<file path="src/rtl/ysyx_24110006_axi_arbiter_pkg.sv">
// rtl/ysyx_24110006_axi_arbiter_pkg.sv - shared types and AXI constants for the IFU/LSU AXI arbiter
package ysyx_24110006_axi_arbiter_pkg;

    typedef enum logic [2:0] {
        ST_IDLE  = 3'd0,
        ST_RADDR = 3'd1,
        ST_RDATA = 3'd2,
        ST_WADDR = 3'd3,
        ST_WRESP = 3'd4
    } arb_state_e;

    // Master index: bit 0 of the grant vector is the IFU, bit 1 the LSU
    typedef enum logic {
        OWN_IFU = 1'b0,
        OWN_LSU = 1'b1
    } owner_e;

    localparam logic [1:0] AXI_BURST_FIXED = 2'b00;
    localparam logic [1:0] AXI_BURST_INCR  = 2'b01;

    localparam logic [1:0] AXI_RESP_OKAY   = 2'b00;
    localparam logic [1:0] AXI_RESP_SLVERR = 2'b10;
    localparam logic [1:0] AXI_RESP_DECERR = 2'b11;

    function automatic logic [1:0] owner_onehot(owner_e o);
        return (o == OWN_LSU) ? 2'b10 : 2'b01;
    endfunction

endpackage

</file>
<file path="src/rtl/ysyx_24110006_axi_arbiter_if.sv">
// rtl/ysyx_24110006_axi_arbiter_if.sv - full AXI4 channel bundle with master/slave views
interface ysyx_24110006_axi_arbiter_if #(
    parameter int ADDR_W = 32,
    parameter int DATA_W = 32
);
    logic [ADDR_W-1:0]   araddr;
    logic                arvalid;
    logic                arready;
    logic [3:0]          arid;
    logic [7:0]          arlen;
    logic [2:0]          arsize;
    logic [1:0]          arburst;

    logic [DATA_W-1:0]   rdata;
    logic                rvalid;
    logic                rready;
    logic [1:0]          rresp;
    logic                rlast;
    logic [3:0]          rid;

    logic [ADDR_W-1:0]   awaddr;
    logic                awvalid;
    logic                awready;
    logic [3:0]          awid;
    logic [7:0]          awlen;
    logic [2:0]          awsize;
    logic [1:0]          awburst;

    logic [DATA_W-1:0]   wdata;
    logic [DATA_W/8-1:0] wstrb;
    logic                wvalid;
    logic                wready;
    logic                wlast;

    logic                bvalid;
    logic                bready;
    logic [1:0]          bresp;
    logic [3:0]          bid;

    modport mst (
        output araddr, arvalid, arid, arlen, arsize, arburst, input arready,
        input  rdata, rvalid, rresp, rlast, rid, output rready,
        output awaddr, awvalid, awid, awlen, awsize, awburst, input awready,
        output wdata, wstrb, wvalid, wlast, input wready,
        input  bvalid, bresp, bid, output bready
    );

    modport slv (
        input  araddr, arvalid, arid, arlen, arsize, arburst, output arready,
        output rdata, rvalid, rresp, rlast, rid, input rready,
        input  awaddr, awvalid, awid, awlen, awsize, awburst, output awready,
        input  wdata, wstrb, wvalid, wlast, output wready,
        output bvalid, bresp, bid, input bready
    );

endinterface

</file>
<file path="src/rtl/ysyx_24110006_rr_arbiter2.sv">
// rtl/ysyx_24110006_rr_arbiter2.sv - two-way combinational arbiter, round-robin or LSU-priority on a tie
module ysyx_24110006_rr_arbiter2
    import ysyx_24110006_axi_arbiter_pkg::*;
#(
    parameter bit RR_EN = 1'b1
) (
    input  logic [1:0] req_i,
    input  owner_e     last_grant_i,
    output logic [1:0] grant_o
);

    always_comb begin
        grant_o = 2'b00;
        case (req_i)
            2'b01:   grant_o = 2'b01;
            2'b10:   grant_o = 2'b10;
            2'b11: begin
                if (RR_EN && (last_grant_i == OWN_LSU)) grant_o = 2'b01;
                else                                    grant_o = 2'b10;
            end
            default: grant_o = 2'b00;
        endcase
    end

endmodule

</file>
<file path="src/rtl/ysyx_24110006_axi_arbiter.sv">
// rtl/ysyx_24110006_axi_arbiter.sv - serialises IFU and LSU AXI4 traffic onto one slave port
module ysyx_24110006_axi_arbiter
    import ysyx_24110006_axi_arbiter_pkg::*;
#(
    parameter int ADDR_W = 32,
    parameter int DATA_W = 32,
    parameter bit RR_EN  = 1'b1
) (
    input  logic                            i_clock,
    input  logic                            i_reset_n,
    ysyx_24110006_axi_arbiter_if.slv        m0_io,
    ysyx_24110006_axi_arbiter_if.slv        m1_io,
    ysyx_24110006_axi_arbiter_if.mst        s_io,
    output logic [1:0]                      o_grant,
    output logic                            o_busy
);

    arb_state_e state_q, state_d;
    owner_e     owner_q, owner_d;
    owner_e     last_grant_q, last_grant_d;
    logic       aw_done_q, aw_done_d;
    logic       w_done_q, w_done_d;

    logic [1:0] req;
    logic [1:0] grant;
    logic       ar_hs, r_hs, aw_hs, w_hs, b_hs;
    logic       in_raddr, in_rdata, in_waddr, in_wresp, own_lsu;
    logic [ADDR_W-1:0] own_araddr;
    logic [DATA_W-1:0] rdata_fwd;

    assign req = {m1_io.awvalid | m1_io.arvalid, m0_io.arvalid};

    ysyx_24110006_rr_arbiter2 #(.RR_EN(RR_EN)) u_rr (
        .req_i        (req),
        .last_grant_i (last_grant_q),
        .grant_o      (grant)
    );

    assign in_raddr = (state_q == ST_RADDR);
    assign in_rdata = (state_q == ST_RDATA);
    assign in_waddr = (state_q == ST_WADDR);
    assign in_wresp = (state_q == ST_WRESP);
    assign own_lsu  = (owner_q == OWN_LSU);

    assign ar_hs = s_io.arvalid & s_io.arready;
    assign r_hs  = s_io.rvalid  & s_io.rready;
    assign aw_hs = s_io.awvalid & s_io.awready;
    assign w_hs  = s_io.wvalid  & s_io.wready;
    assign b_hs  = s_io.bvalid  & s_io.bready;

    always_ff @(posedge i_clock or negedge i_reset_n) begin
        if (!i_reset_n) begin
            state_q      <= ST_IDLE;
            owner_q      <= OWN_IFU;
            last_grant_q <= OWN_IFU;
            aw_done_q    <= 1'b0;
            w_done_q     <= 1'b0;
        end else begin
            state_q      <= state_d;
            owner_q      <= owner_d;
            last_grant_q <= last_grant_d;
            aw_done_q    <= aw_done_d;
            w_done_q     <= w_done_d;
        end
    end

    always_comb begin
        state_d      = state_q;
        owner_d      = owner_q;
        last_grant_d = last_grant_q;
        aw_done_d    = aw_done_q;
        w_done_d     = w_done_q;
        case (state_q)
            ST_IDLE: begin
                if (grant != 2'b00) begin
                    owner_d      = grant[1] ? OWN_LSU : OWN_IFU;
                    last_grant_d = owner_d;
                    // A pending LSU write takes precedence over its own read
                    state_d      = (grant[1] && m1_io.awvalid) ? ST_WADDR : ST_RADDR;
                end
            end
            ST_RADDR: if (ar_hs) state_d = ST_RDATA;
            ST_RDATA: if (r_hs && s_io.rlast) state_d = ST_IDLE;
            ST_WADDR: begin
                aw_done_d = aw_done_q | aw_hs;
                w_done_d  = w_done_q  | w_hs;
                if (aw_done_d && w_done_d) begin
                    aw_done_d = 1'b0;
                    w_done_d  = 1'b0;
                    state_d   = ST_WRESP;
                end
            end
            ST_WRESP: if (b_hs) state_d = ST_IDLE;
            default:  state_d = ST_IDLE;
        endcase
    end

    assign own_araddr = own_lsu ? m1_io.araddr : m0_io.araddr;
    assign rdata_fwd  = s_io.rdata;

    // Payload is muxed freely; only valids and readies are gated by state
    always_comb begin
        s_io.araddr  = own_araddr;
        s_io.arid    = own_lsu ? m1_io.arid    : m0_io.arid;
        s_io.arlen   = own_lsu ? m1_io.arlen   : m0_io.arlen;
        s_io.arsize  = own_lsu ? m1_io.arsize  : m0_io.arsize;
        s_io.arburst = own_lsu ? m1_io.arburst : m0_io.arburst;
        s_io.arvalid = in_raddr & (own_lsu ? m1_io.arvalid : m0_io.arvalid);
        s_io.rready  = in_rdata & (own_lsu ? m1_io.rready  : m0_io.rready);
        s_io.awaddr  = m1_io.awaddr;
        s_io.awid    = m1_io.awid;
        s_io.awlen   = m1_io.awlen;
        s_io.awsize  = m1_io.awsize;
        s_io.awburst = m1_io.awburst;
        s_io.awvalid = in_waddr & ~aw_done_q & m1_io.awvalid;
        s_io.wdata   = m1_io.wdata;
        s_io.wstrb   = m1_io.wstrb;
        s_io.wlast   = m1_io.wlast;
        s_io.wvalid  = in_waddr & ~w_done_q & m1_io.wvalid;
        s_io.bready  = in_wresp & m1_io.bready;
    end

    always_comb begin
        m0_io.arready = in_raddr & ~own_lsu & s_io.arready;
        m0_io.rdata   = rdata_fwd;
        m0_io.rresp   = s_io.rresp;
        m0_io.rlast   = s_io.rlast;
        m0_io.rid     = s_io.rid;
        m0_io.rvalid  = in_rdata & ~own_lsu & s_io.rvalid;
        m0_io.awready = 1'b0;
        m0_io.wready  = 1'b0;
        m0_io.bvalid  = 1'b0;
        m0_io.bresp   = AXI_RESP_OKAY;
        m0_io.bid     = 4'd0;

        m1_io.arready = in_raddr & own_lsu & s_io.arready;
        m1_io.rdata   = rdata_fwd;
        m1_io.rresp   = s_io.rresp;
        m1_io.rlast   = s_io.rlast;
        m1_io.rid     = s_io.rid;
        m1_io.rvalid  = in_rdata & own_lsu & s_io.rvalid;
        m1_io.awready = in_waddr & ~aw_done_q & s_io.awready;
        m1_io.wready  = in_waddr & ~w_done_q & s_io.wready;
        m1_io.bvalid  = in_wresp & s_io.bvalid;
        m1_io.bresp   = s_io.bresp;
        m1_io.bid     = s_io.bid;
    end

    // The IFU port is read-only; its write-side inputs are intentionally ignored
    logic unused_m0_write;
    assign unused_m0_write = ^{m0_io.awaddr, m0_io.awvalid, m0_io.awid, m0_io.awlen,
                               m0_io.awsize, m0_io.awburst, m0_io.wdata, m0_io.wstrb,
                               m0_io.wvalid, m0_io.wlast, m0_io.bready};

    assign o_busy  = (state_q != ST_IDLE);
    assign o_grant = o_busy ? owner_onehot(owner_q) : 2'b00;

endmodule

</file>
<file path="src/flat_wrapper.sv">
// flat-port wrapper written by rule: the top's interface ports become plain ports
module ysyx_24110006_axi_arbiter_flat import ysyx_24110006_axi_arbiter_pkg::*;
#(
    parameter int ADDR_W = 32,
    parameter int DATA_W = 32,
    parameter bit RR_EN  = 1'b1
)
  (i_clock, i_reset_n, o_grant, o_busy, m0_io_araddr, m0_io_arvalid, m0_io_arid, m0_io_arlen, m0_io_arsize, m0_io_arburst, m0_io_arready, m0_io_rdata, m0_io_rvalid, m0_io_rresp, m0_io_rlast, m0_io_rid, m0_io_rready, m0_io_awaddr, m0_io_awvalid, m0_io_awid, m0_io_awlen, m0_io_awsize, m0_io_awburst, m0_io_awready, m0_io_wdata, m0_io_wstrb, m0_io_wvalid, m0_io_wlast, m0_io_wready, m0_io_bvalid, m0_io_bresp, m0_io_bid, m0_io_bready, m1_io_araddr, m1_io_arvalid, m1_io_arid, m1_io_arlen, m1_io_arsize, m1_io_arburst, m1_io_arready, m1_io_rdata, m1_io_rvalid, m1_io_rresp, m1_io_rlast, m1_io_rid, m1_io_rready, m1_io_awaddr, m1_io_awvalid, m1_io_awid, m1_io_awlen, m1_io_awsize, m1_io_awburst, m1_io_awready, m1_io_wdata, m1_io_wstrb, m1_io_wvalid, m1_io_wlast, m1_io_wready, m1_io_bvalid, m1_io_bresp, m1_io_bid, m1_io_bready, s_io_araddr, s_io_arvalid, s_io_arid, s_io_arlen, s_io_arsize, s_io_arburst, s_io_arready, s_io_rdata, s_io_rvalid, s_io_rresp, s_io_rlast, s_io_rid, s_io_rready, s_io_awaddr, s_io_awvalid, s_io_awid, s_io_awlen, s_io_awsize, s_io_awburst, s_io_awready, s_io_wdata, s_io_wstrb, s_io_wvalid, s_io_wlast, s_io_wready, s_io_bvalid, s_io_bresp, s_io_bid, s_io_bready);
  ysyx_24110006_axi_arbiter_if #(.ADDR_W(ADDR_W), .DATA_W(DATA_W)) m0_io_i ();
  ysyx_24110006_axi_arbiter_if #(.ADDR_W(ADDR_W), .DATA_W(DATA_W)) m1_io_i ();
  ysyx_24110006_axi_arbiter_if #(.ADDR_W(ADDR_W), .DATA_W(DATA_W)) s_io_i ();
  input  logic i_clock;
  input  logic i_reset_n;
  output logic [1:0] o_grant;
  output logic o_busy;
  input wire logic [$bits(m0_io_i.araddr)-1:0] m0_io_araddr;
  input wire logic [$bits(m0_io_i.arvalid)-1:0] m0_io_arvalid;
  input wire logic [$bits(m0_io_i.arid)-1:0] m0_io_arid;
  input wire logic [$bits(m0_io_i.arlen)-1:0] m0_io_arlen;
  input wire logic [$bits(m0_io_i.arsize)-1:0] m0_io_arsize;
  input wire logic [$bits(m0_io_i.arburst)-1:0] m0_io_arburst;
  output wire logic [$bits(m0_io_i.arready)-1:0] m0_io_arready;
  output wire logic [$bits(m0_io_i.rdata)-1:0] m0_io_rdata;
  output wire logic [$bits(m0_io_i.rvalid)-1:0] m0_io_rvalid;
  output wire logic [$bits(m0_io_i.rresp)-1:0] m0_io_rresp;
  output wire logic [$bits(m0_io_i.rlast)-1:0] m0_io_rlast;
  output wire logic [$bits(m0_io_i.rid)-1:0] m0_io_rid;
  input wire logic [$bits(m0_io_i.rready)-1:0] m0_io_rready;
  input wire logic [$bits(m0_io_i.awaddr)-1:0] m0_io_awaddr;
  input wire logic [$bits(m0_io_i.awvalid)-1:0] m0_io_awvalid;
  input wire logic [$bits(m0_io_i.awid)-1:0] m0_io_awid;
  input wire logic [$bits(m0_io_i.awlen)-1:0] m0_io_awlen;
  input wire logic [$bits(m0_io_i.awsize)-1:0] m0_io_awsize;
  input wire logic [$bits(m0_io_i.awburst)-1:0] m0_io_awburst;
  output wire logic [$bits(m0_io_i.awready)-1:0] m0_io_awready;
  input wire logic [$bits(m0_io_i.wdata)-1:0] m0_io_wdata;
  input wire logic [$bits(m0_io_i.wstrb)-1:0] m0_io_wstrb;
  input wire logic [$bits(m0_io_i.wvalid)-1:0] m0_io_wvalid;
  input wire logic [$bits(m0_io_i.wlast)-1:0] m0_io_wlast;
  output wire logic [$bits(m0_io_i.wready)-1:0] m0_io_wready;
  output wire logic [$bits(m0_io_i.bvalid)-1:0] m0_io_bvalid;
  output wire logic [$bits(m0_io_i.bresp)-1:0] m0_io_bresp;
  output wire logic [$bits(m0_io_i.bid)-1:0] m0_io_bid;
  input wire logic [$bits(m0_io_i.bready)-1:0] m0_io_bready;
  input wire logic [$bits(m1_io_i.araddr)-1:0] m1_io_araddr;
  input wire logic [$bits(m1_io_i.arvalid)-1:0] m1_io_arvalid;
  input wire logic [$bits(m1_io_i.arid)-1:0] m1_io_arid;
  input wire logic [$bits(m1_io_i.arlen)-1:0] m1_io_arlen;
  input wire logic [$bits(m1_io_i.arsize)-1:0] m1_io_arsize;
  input wire logic [$bits(m1_io_i.arburst)-1:0] m1_io_arburst;
  output wire logic [$bits(m1_io_i.arready)-1:0] m1_io_arready;
  output wire logic [$bits(m1_io_i.rdata)-1:0] m1_io_rdata;
  output wire logic [$bits(m1_io_i.rvalid)-1:0] m1_io_rvalid;
  output wire logic [$bits(m1_io_i.rresp)-1:0] m1_io_rresp;
  output wire logic [$bits(m1_io_i.rlast)-1:0] m1_io_rlast;
  output wire logic [$bits(m1_io_i.rid)-1:0] m1_io_rid;
  input wire logic [$bits(m1_io_i.rready)-1:0] m1_io_rready;
  input wire logic [$bits(m1_io_i.awaddr)-1:0] m1_io_awaddr;
  input wire logic [$bits(m1_io_i.awvalid)-1:0] m1_io_awvalid;
  input wire logic [$bits(m1_io_i.awid)-1:0] m1_io_awid;
  input wire logic [$bits(m1_io_i.awlen)-1:0] m1_io_awlen;
  input wire logic [$bits(m1_io_i.awsize)-1:0] m1_io_awsize;
  input wire logic [$bits(m1_io_i.awburst)-1:0] m1_io_awburst;
  output wire logic [$bits(m1_io_i.awready)-1:0] m1_io_awready;
  input wire logic [$bits(m1_io_i.wdata)-1:0] m1_io_wdata;
  input wire logic [$bits(m1_io_i.wstrb)-1:0] m1_io_wstrb;
  input wire logic [$bits(m1_io_i.wvalid)-1:0] m1_io_wvalid;
  input wire logic [$bits(m1_io_i.wlast)-1:0] m1_io_wlast;
  output wire logic [$bits(m1_io_i.wready)-1:0] m1_io_wready;
  output wire logic [$bits(m1_io_i.bvalid)-1:0] m1_io_bvalid;
  output wire logic [$bits(m1_io_i.bresp)-1:0] m1_io_bresp;
  output wire logic [$bits(m1_io_i.bid)-1:0] m1_io_bid;
  input wire logic [$bits(m1_io_i.bready)-1:0] m1_io_bready;
  output wire logic [$bits(s_io_i.araddr)-1:0] s_io_araddr;
  output wire logic [$bits(s_io_i.arvalid)-1:0] s_io_arvalid;
  output wire logic [$bits(s_io_i.arid)-1:0] s_io_arid;
  output wire logic [$bits(s_io_i.arlen)-1:0] s_io_arlen;
  output wire logic [$bits(s_io_i.arsize)-1:0] s_io_arsize;
  output wire logic [$bits(s_io_i.arburst)-1:0] s_io_arburst;
  input wire logic [$bits(s_io_i.arready)-1:0] s_io_arready;
  input wire logic [$bits(s_io_i.rdata)-1:0] s_io_rdata;
  input wire logic [$bits(s_io_i.rvalid)-1:0] s_io_rvalid;
  input wire logic [$bits(s_io_i.rresp)-1:0] s_io_rresp;
  input wire logic [$bits(s_io_i.rlast)-1:0] s_io_rlast;
  input wire logic [$bits(s_io_i.rid)-1:0] s_io_rid;
  output wire logic [$bits(s_io_i.rready)-1:0] s_io_rready;
  output wire logic [$bits(s_io_i.awaddr)-1:0] s_io_awaddr;
  output wire logic [$bits(s_io_i.awvalid)-1:0] s_io_awvalid;
  output wire logic [$bits(s_io_i.awid)-1:0] s_io_awid;
  output wire logic [$bits(s_io_i.awlen)-1:0] s_io_awlen;
  output wire logic [$bits(s_io_i.awsize)-1:0] s_io_awsize;
  output wire logic [$bits(s_io_i.awburst)-1:0] s_io_awburst;
  input wire logic [$bits(s_io_i.awready)-1:0] s_io_awready;
  output wire logic [$bits(s_io_i.wdata)-1:0] s_io_wdata;
  output wire logic [$bits(s_io_i.wstrb)-1:0] s_io_wstrb;
  output wire logic [$bits(s_io_i.wvalid)-1:0] s_io_wvalid;
  output wire logic [$bits(s_io_i.wlast)-1:0] s_io_wlast;
  input wire logic [$bits(s_io_i.wready)-1:0] s_io_wready;
  input wire logic [$bits(s_io_i.bvalid)-1:0] s_io_bvalid;
  input wire logic [$bits(s_io_i.bresp)-1:0] s_io_bresp;
  input wire logic [$bits(s_io_i.bid)-1:0] s_io_bid;
  output wire logic [$bits(s_io_i.bready)-1:0] s_io_bready;
  assign m0_io_i.araddr = m0_io_araddr;
  assign m0_io_i.arvalid = m0_io_arvalid;
  assign m0_io_i.arid = m0_io_arid;
  assign m0_io_i.arlen = m0_io_arlen;
  assign m0_io_i.arsize = m0_io_arsize;
  assign m0_io_i.arburst = m0_io_arburst;
  assign m0_io_arready = m0_io_i.arready;
  assign m0_io_rdata = m0_io_i.rdata;
  assign m0_io_rvalid = m0_io_i.rvalid;
  assign m0_io_rresp = m0_io_i.rresp;
  assign m0_io_rlast = m0_io_i.rlast;
  assign m0_io_rid = m0_io_i.rid;
  assign m0_io_i.rready = m0_io_rready;
  assign m0_io_i.awaddr = m0_io_awaddr;
  assign m0_io_i.awvalid = m0_io_awvalid;
  assign m0_io_i.awid = m0_io_awid;
  assign m0_io_i.awlen = m0_io_awlen;
  assign m0_io_i.awsize = m0_io_awsize;
  assign m0_io_i.awburst = m0_io_awburst;
  assign m0_io_awready = m0_io_i.awready;
  assign m0_io_i.wdata = m0_io_wdata;
  assign m0_io_i.wstrb = m0_io_wstrb;
  assign m0_io_i.wvalid = m0_io_wvalid;
  assign m0_io_i.wlast = m0_io_wlast;
  assign m0_io_wready = m0_io_i.wready;
  assign m0_io_bvalid = m0_io_i.bvalid;
  assign m0_io_bresp = m0_io_i.bresp;
  assign m0_io_bid = m0_io_i.bid;
  assign m0_io_i.bready = m0_io_bready;
  assign m1_io_i.araddr = m1_io_araddr;
  assign m1_io_i.arvalid = m1_io_arvalid;
  assign m1_io_i.arid = m1_io_arid;
  assign m1_io_i.arlen = m1_io_arlen;
  assign m1_io_i.arsize = m1_io_arsize;
  assign m1_io_i.arburst = m1_io_arburst;
  assign m1_io_arready = m1_io_i.arready;
  assign m1_io_rdata = m1_io_i.rdata;
  assign m1_io_rvalid = m1_io_i.rvalid;
  assign m1_io_rresp = m1_io_i.rresp;
  assign m1_io_rlast = m1_io_i.rlast;
  assign m1_io_rid = m1_io_i.rid;
  assign m1_io_i.rready = m1_io_rready;
  assign m1_io_i.awaddr = m1_io_awaddr;
  assign m1_io_i.awvalid = m1_io_awvalid;
  assign m1_io_i.awid = m1_io_awid;
  assign m1_io_i.awlen = m1_io_awlen;
  assign m1_io_i.awsize = m1_io_awsize;
  assign m1_io_i.awburst = m1_io_awburst;
  assign m1_io_awready = m1_io_i.awready;
  assign m1_io_i.wdata = m1_io_wdata;
  assign m1_io_i.wstrb = m1_io_wstrb;
  assign m1_io_i.wvalid = m1_io_wvalid;
  assign m1_io_i.wlast = m1_io_wlast;
  assign m1_io_wready = m1_io_i.wready;
  assign m1_io_bvalid = m1_io_i.bvalid;
  assign m1_io_bresp = m1_io_i.bresp;
  assign m1_io_bid = m1_io_i.bid;
  assign m1_io_i.bready = m1_io_bready;
  assign s_io_araddr = s_io_i.araddr;
  assign s_io_arvalid = s_io_i.arvalid;
  assign s_io_arid = s_io_i.arid;
  assign s_io_arlen = s_io_i.arlen;
  assign s_io_arsize = s_io_i.arsize;
  assign s_io_arburst = s_io_i.arburst;
  assign s_io_i.arready = s_io_arready;
  assign s_io_i.rdata = s_io_rdata;
  assign s_io_i.rvalid = s_io_rvalid;
  assign s_io_i.rresp = s_io_rresp;
  assign s_io_i.rlast = s_io_rlast;
  assign s_io_i.rid = s_io_rid;
  assign s_io_rready = s_io_i.rready;
  assign s_io_awaddr = s_io_i.awaddr;
  assign s_io_awvalid = s_io_i.awvalid;
  assign s_io_awid = s_io_i.awid;
  assign s_io_awlen = s_io_i.awlen;
  assign s_io_awsize = s_io_i.awsize;
  assign s_io_awburst = s_io_i.awburst;
  assign s_io_i.awready = s_io_awready;
  assign s_io_wdata = s_io_i.wdata;
  assign s_io_wstrb = s_io_i.wstrb;
  assign s_io_wvalid = s_io_i.wvalid;
  assign s_io_wlast = s_io_i.wlast;
  assign s_io_i.wready = s_io_wready;
  assign s_io_i.bvalid = s_io_bvalid;
  assign s_io_i.bresp = s_io_bresp;
  assign s_io_i.bid = s_io_bid;
  assign s_io_bready = s_io_i.bready;
  ysyx_24110006_axi_arbiter #(.ADDR_W(ADDR_W), .DATA_W(DATA_W), .RR_EN(RR_EN)) u_core (.i_clock(i_clock), .i_reset_n(i_reset_n), .m0_io(m0_io_i), .m1_io(m1_io_i), .s_io(s_io_i), .o_grant(o_grant), .o_busy(o_busy));
endmodule
</file>
<file path="config.mk">
export PLATFORM = sky130hd
export DESIGN_NAME = ysyx_24110006_axi_arbiter_flat
export DESIGN_NICKNAME = d
export VERILOG_FILES = /design/src/rtl/ysyx_24110006_axi_arbiter_pkg.sv /design/src/rtl/ysyx_24110006_axi_arbiter_if.sv /design/src/rtl/ysyx_24110006_rr_arbiter2.sv /design/src/rtl/ysyx_24110006_axi_arbiter.sv /design/src/flat_wrapper.sv
export SDC_FILE = /design/constraint.sdc
export NUM_CORES = 1
export LEC_CHECK = 0
export CORE_AREA = 2 2 227 229
export CTS_BUF_LIST = sky130_fd_sc_hd__clkbuf_16
export CTS_CLUSTER_DIAMETER = 80
export CTS_CLUSTER_SIZE = 40
export DETAILED_ROUTE_END_ITERATION = 10
export DIE_AREA = 0 0 229 231
export GPL_TIMING_DRIVEN = 1
export SETUP_SLACK_MARGIN = 0.15
export SLEW_MARGIN = 5
export SYNTH_ARGS = -nofsm -noshare
export SYNTH_HDL_FRONTEND = slang
export SYNTH_SLANG_ARGS = --single-unit
</file>
<file path="constraint.sdc">
create_clock -name i_clock -period 2.31 [get_ports i_clock]
set_clock_uncertainty 0.1 [all_clocks]
set_input_delay 0.231 -clock i_clock [delete_from_list [all_inputs] [get_ports i_clock]]
set_output_delay 0.231 -clock i_clock [all_outputs]
set_load 0.01 [all_outputs]
</file>
==> Word-level counts from Yosys, hierarchy flattened <==
Cells that the tools add are included.
{ "totals": {"ff_bits": 6, "in_bits": 332, "output_inout_bits": 243} }
{ "classes": {"n_bitwise": 29, "eq_ne": 12, "n_reduce_logical": 8, "n_mux": 21} }
{ "ops": {"columns": ["op", "n"], "rows": [
  ["$mux 32", 1],
  ["$and 1x1->1", 23],
  ["$mux 3", 6],
  ["$pmux 3 s5", 1],
  ["$mux 2", 5],
  ["$mux 8", 1],
  ["$eq 3x2->1 const B", 2],
  ["$ne 2x1->1 const B", 3],
  ["$pmux 2 s3", 1],
  ["$mux 1", 5],
  ["$reduce_and 5->1", 1],
  ["$eq 2x2->1 const B", 2],
  ["$mux 4", 1],
  ["$ne 2x2->1 const B", 2],
  ["$eq 3x1->1 const B", 1],
  ["$eq 3x3->1 const B", 1],
  ["$logic_and 1x1->1", 3],
  ["$logic_not 3->1", 1],
  ["$not 1->1", 3],
  ["$or 1x1->1", 3],
  ["$reduce_bool 3->1", 1],
  ["$eq 2x1->1 const B", 1],
  ["$reduce_and 2->1", 1],
  ["$reduce_bool 2->1", 1]
]} }

==> Logic depth before layout (Yosys ltp) <==
Gate-level depths: netlist of run 1.
{ "depth": {"ltp_word": 8, "mapped_depth": 5, "mapped_depth_nobuf": 4} }

==> Modules after synthesis <==
From an unflattened synthesis of run 1, not the netlist that was laid out.
{ "hier_totals": {"cells_unflattened": 294, "hier_area_um2": 2423.6} }
{ "modules_own_cells": {"columns": ["module", "area_each_um2", "n_inst", "seq_area_each_um2", "cells_each"], "rows": [
  ["ysyx_24110006_axi_arbiter", 2404.8, 1, 150.1, 291],
  ["ysyx_24110006_rr_arbiter2", 18.8, 1, 0.0, 3]
]} }

==> Worst setup path before layout of run 1 <==
Ideal clock, no wire load.
{ "synth_timing": {"kind": "register -> output", "from": "reg u_core.owner_q (netlist: u_core.own_lsu)", "to": "out s_io_araddr[20]", "slack_ps": 797, "path_buffers": 3, "t_arrival_ps": 1182, "path_stages_with_launch": 5, "required_ps": 1979, "path_cell_list": "dfrtp_1 > buf_4 > buf_2 > buf_2 > mux2_2"} }
{ "synth_between": {"elab_chain_cells": 1} }
{ "synth_lines": {"columns": ["element", "line", "text"], "rows": [
  ["from (decl)", "ysyx_24110006_axi_arbiter.sv:19", "owner_e owner_q, owner_d;"],
  ["from (signal assigned)", "ysyx_24110006_axi_arbiter.sv:60", "owner_q <= owner_d;"],
  ["$mux 32", "ysyx_24110006_axi_arbiter.sv:98", "assign own_araddr = own_lsu ? m1_io.araddr : m0_io.araddr;"],
  ["to (decl)", "flat_wrapper.sv:74", "output wire logic [$bits(s_io_i.araddr)-1:0] s_io_araddr;"]
]} }
No other way between the ends.

==> Final worst setup path of run 1 <==
{ "layout_timing": {"from": "reg u_core.owner_q (netlist: u_core.own_lsu)", "to": "out s_io_araddr[27]"} }
Same word-level chain as after synthesis.

==> results of run 1 <==
[sequential cells by signal, summed over array words and instances, names as in the netlist]
name	flops
u_core.w_done_q	1
u_core.aw_done_q	1
u_core.own_lsu	1
u_core.state_q	3
[area by class of cell]
class | instances | share of cell area
timing repair buffer | 191 | 0.488
multi-input combinational | 109 | 0.237
tap | 680 | 0.214
sequential | 6 | 0.0390
clock buffer | 3 | 0.0189
antenna | 3 | 0.00189
clock inverter | 1 | 0.000943
inverter | 1 | 0.000943
[through the flow]
| stage | worst slack (ps) | utilization | cell area, µm² |
|---|---|---|---|
| finish | 209 | 0.0785 | 3980 |
| detailed placement | 140 | 0.0744 | 3770 |
| global placement | 177 | 0.0744 | 3770 |
| floorplan | 797 | - | 2460 |
| CTS | 86.6 | 0.0769 | 3890 |
| global route | 138 | 0.0784 | 3980 |
[critical path: stages, from the launching register on]
cell and delay (ps):
dfrtp_2 380, buf_12 120, buf_16 160, mux2_2 360, clkdlybuf4s50_1 480
[layer usage]
layer / track usage / vias to the layer above / routed length [µm]
met4: 0.0286 / 6 / 855
met5: 0 / - / 34
met1: 0.0443 / 849 / 4410
li1: - / 813 / -
met2: 0.0749 / 267 / 5720
met3: 0.0499 / 85 / 3290
[what timing repair did]
action / 4_1_cts / 5_1_grt
endpoints found under the setup margin: 51 / 21
setup buffers: 4 / 1
resized for setup: 35 / 21
cloned: 1 / 0
pin swaps: 1 / 1
[Yosys cell counts]
| cell type | count |
|---|---|
| nand2_2 | 1 |
| nor3b_2 | 1 |
| a2111oi_4 | 1 |
| nand2_1 | 6 |
| nand3_1 | 1 |
| nor2b_1 | 1 |
| o21ai_2 | 1 |
| o21ai_0 | 1 |
| mux2_4 | 1 |
| and3b_1 | 1 |
| and2_1 | 4 |
| o22a_1 | 1 |
| a21o_1 | 1 |
| conb_1 | 1 |
| nor2_1 | 9 |
| nor3b_1 | 6 |
| inv_1 | 1 |
| a21oi_1 | 5 |
| nand4_1 | 1 |
| dfrtp_1 | 6 |
| a31oi_1 | 2 |
| o21ai_1 | 1 |
| and3_1 | 2 |
| buf_4 | 183 |
| buf_2 | 3 |
| nor3_2 | 1 |
| nand3b_1 | 2 |
| mux2i_1 | 1 |
| mux2_2 | 49 |
[power groups by stage]
stage | Clock [mW] | Combinational, mW | Sequential [mW]
floorplan | 0 | 1.29 | 0.210
detailed placement | 0 | 2.00 | 0.251
CTS | 0.326 | 2.11 | 0.233
global placement | 0 | 1.99 | 0.249
global route | 0.333 | 2.23 | 0.255
finish | 0.320 | 2.08 | 0.248
[kinds of logic after synthesis]
| family | Yosys count | synth area share |
|---|---|---|
| AOI/OAI and AO/OA | 13 | 0.0411 |
| buffers and inverters | 187 | 0.573 |
| DFF | 6 | 0.0617 |
| muxes | 51 | 0.237 |
| other | 1 | 0.00154 |
| and+or+nand+nor | 36 | 0.0859 |
[worst min-delay path by stage]
stage	slack [ps]	from	to	cells after the start
detailed placement	360	m1_io_awaddr[16]	s_io_awaddr[16]	0
global route	230	i_reset_n	u_core.w_done_q	1
global placement	360	m1_io_awaddr[16]	s_io_awaddr[16]	0
CTS	210	i_reset_n	u_core.w_done_q	1
floorplan	-160	i_reset_n	u_core.aw_done_q	0
finish	190	i_reset_n	u_core.w_done_q	1
==> impl_metrics.json, run 1 <==
{
  "cts_buffers": 3,
  "fin_cells": 994,
  "r2r_cells": 5,
  "synth-seq-cells": 6,
  "r2r-start": "u_core.state_q[2]",
  "clock-sinks": 6,
  "power.total_mw": 2.64,
  "peakVddDrop_v": 0.000231,
  "finalHoldViolCount": 0,
  "drt_iter0_drc": 34,
  "crit_path_start_kind": "flip-flop",
  "post_route_cells_drive_above_1_share": 0.248,
  "min_period_over_period": 0.909,
  "p_switching_mw": 1.03,
  "ys_types": 29,
  "finalMaxSlewViolations": 0,
  "clkPwrFrac": 0.121,
  "status": "completed",
  "hold_buffers": 0,
  "synthCells": 294,
  "clk_latency_ps": 250,
  "final.setup.tns_ps": 0,
  "dp_hpwl_mm": 12.5,
  "pwr-share-seq": 0.094,
  "track_usage": 0.0507,
  "comb_power_share": 0.785,
  "setup_violations": 0,
  "r2r-end": "u_core.state_q[2]",
  "rsz0062_at_grt": "true",
  "nNetsFinal": 644,
  "cp_max_fo": 21,
  "p_int_mw": 1.61,
  "crit_type": "flip-flop to primary output",
  "powerDensity_nw_per_um2": 664,
  "worst_setup_path_end_kind": "primary output",
  "grt_max_degree": 22,
  "place_inst": 981,
  "final_cell_mix": "clkdlybuf4s50_1, mux2_2, dlygate4sd2_1",
  "rows": 83,
  "hp-class": "input pin to asynchronous set/reset pin",
  "cts.reportedPaths.clkPinSlew_ps": 50,
  "flow.area_growth_from_synthesis_pct": 63.6,
  "port_buffers": 178,
  "synth_area_leaders": "buf_4, mux2_2, dfrtp_1, nor3b_1, nor2_1",
  "postRouteAntennaNets": 0,
  "die_y_um": 231,
  "via_count": 2020,
  "max_freq_ghz": 0.476,
  "cts_tree": "done",
  "final_common_cell": "clkdlybuf4s50_1",
  "critical_path_required_ps": 1980,
  "wl_per_cell_um": 14.4,
  "period_minus_slack_ps": 2100,
  "synth_area_per_cell_um2": 8.27,
  "multiInputGateArea_um2": 942,
  "critPathLaunch": "u_core.own_lsu",
  "yosys.area.top_type_share": 0.565,
  "grt_first_pass_wirelength_mm": 17.9,
  "htreeDepth": 1,
  "synthesis.area_um2": 2430,
  "fillers": 5995,
  "routed_wl_mm": 14.3,
  "antenna_found_initial": 11,
  "root_buffer": "clkbuf_16",
  "hold_slack_ps": 189,
  "yosysTopAreaCell": "buf_4",
  "gp_congestion": 0.638,
  "cp-endpoint": "s_io_araddr[27]",
  "regToRegSetupSlack_ps": 650,
  "ys_seq_area_frac": 0.0617,
  "via_per_inst": 2.03,
  "overflow": 0,
  "p_sw_frac": 0.391,
  "maxCapViolCount": 0,
  "fp.dieW_um": 229,
  "route.detailed.drc": 0,
  "start_util": 0.0480,
  "seq_area_um2": 155,
  "ys_warn_count": 0,
  "arrival_ps": 1770,
  "total_leakage_power_nw": 1.49,
  "grt_pass1_vias": 2080,
  "die_area_um2": 52900,
  "coreArea_um2": 50700,
  "clock_path_buffers": 2,
  "first_pass_iters": 3,
  "io_pins": 575
}
(Power assumes the default switching activity.)
==> run 2: changes to the inputs <==
CTS_CLUSTER_DIAMETER = default   (was 80)
==> results of run 2 <==
Final layout, timing and power as in run 1 (identical DEF).
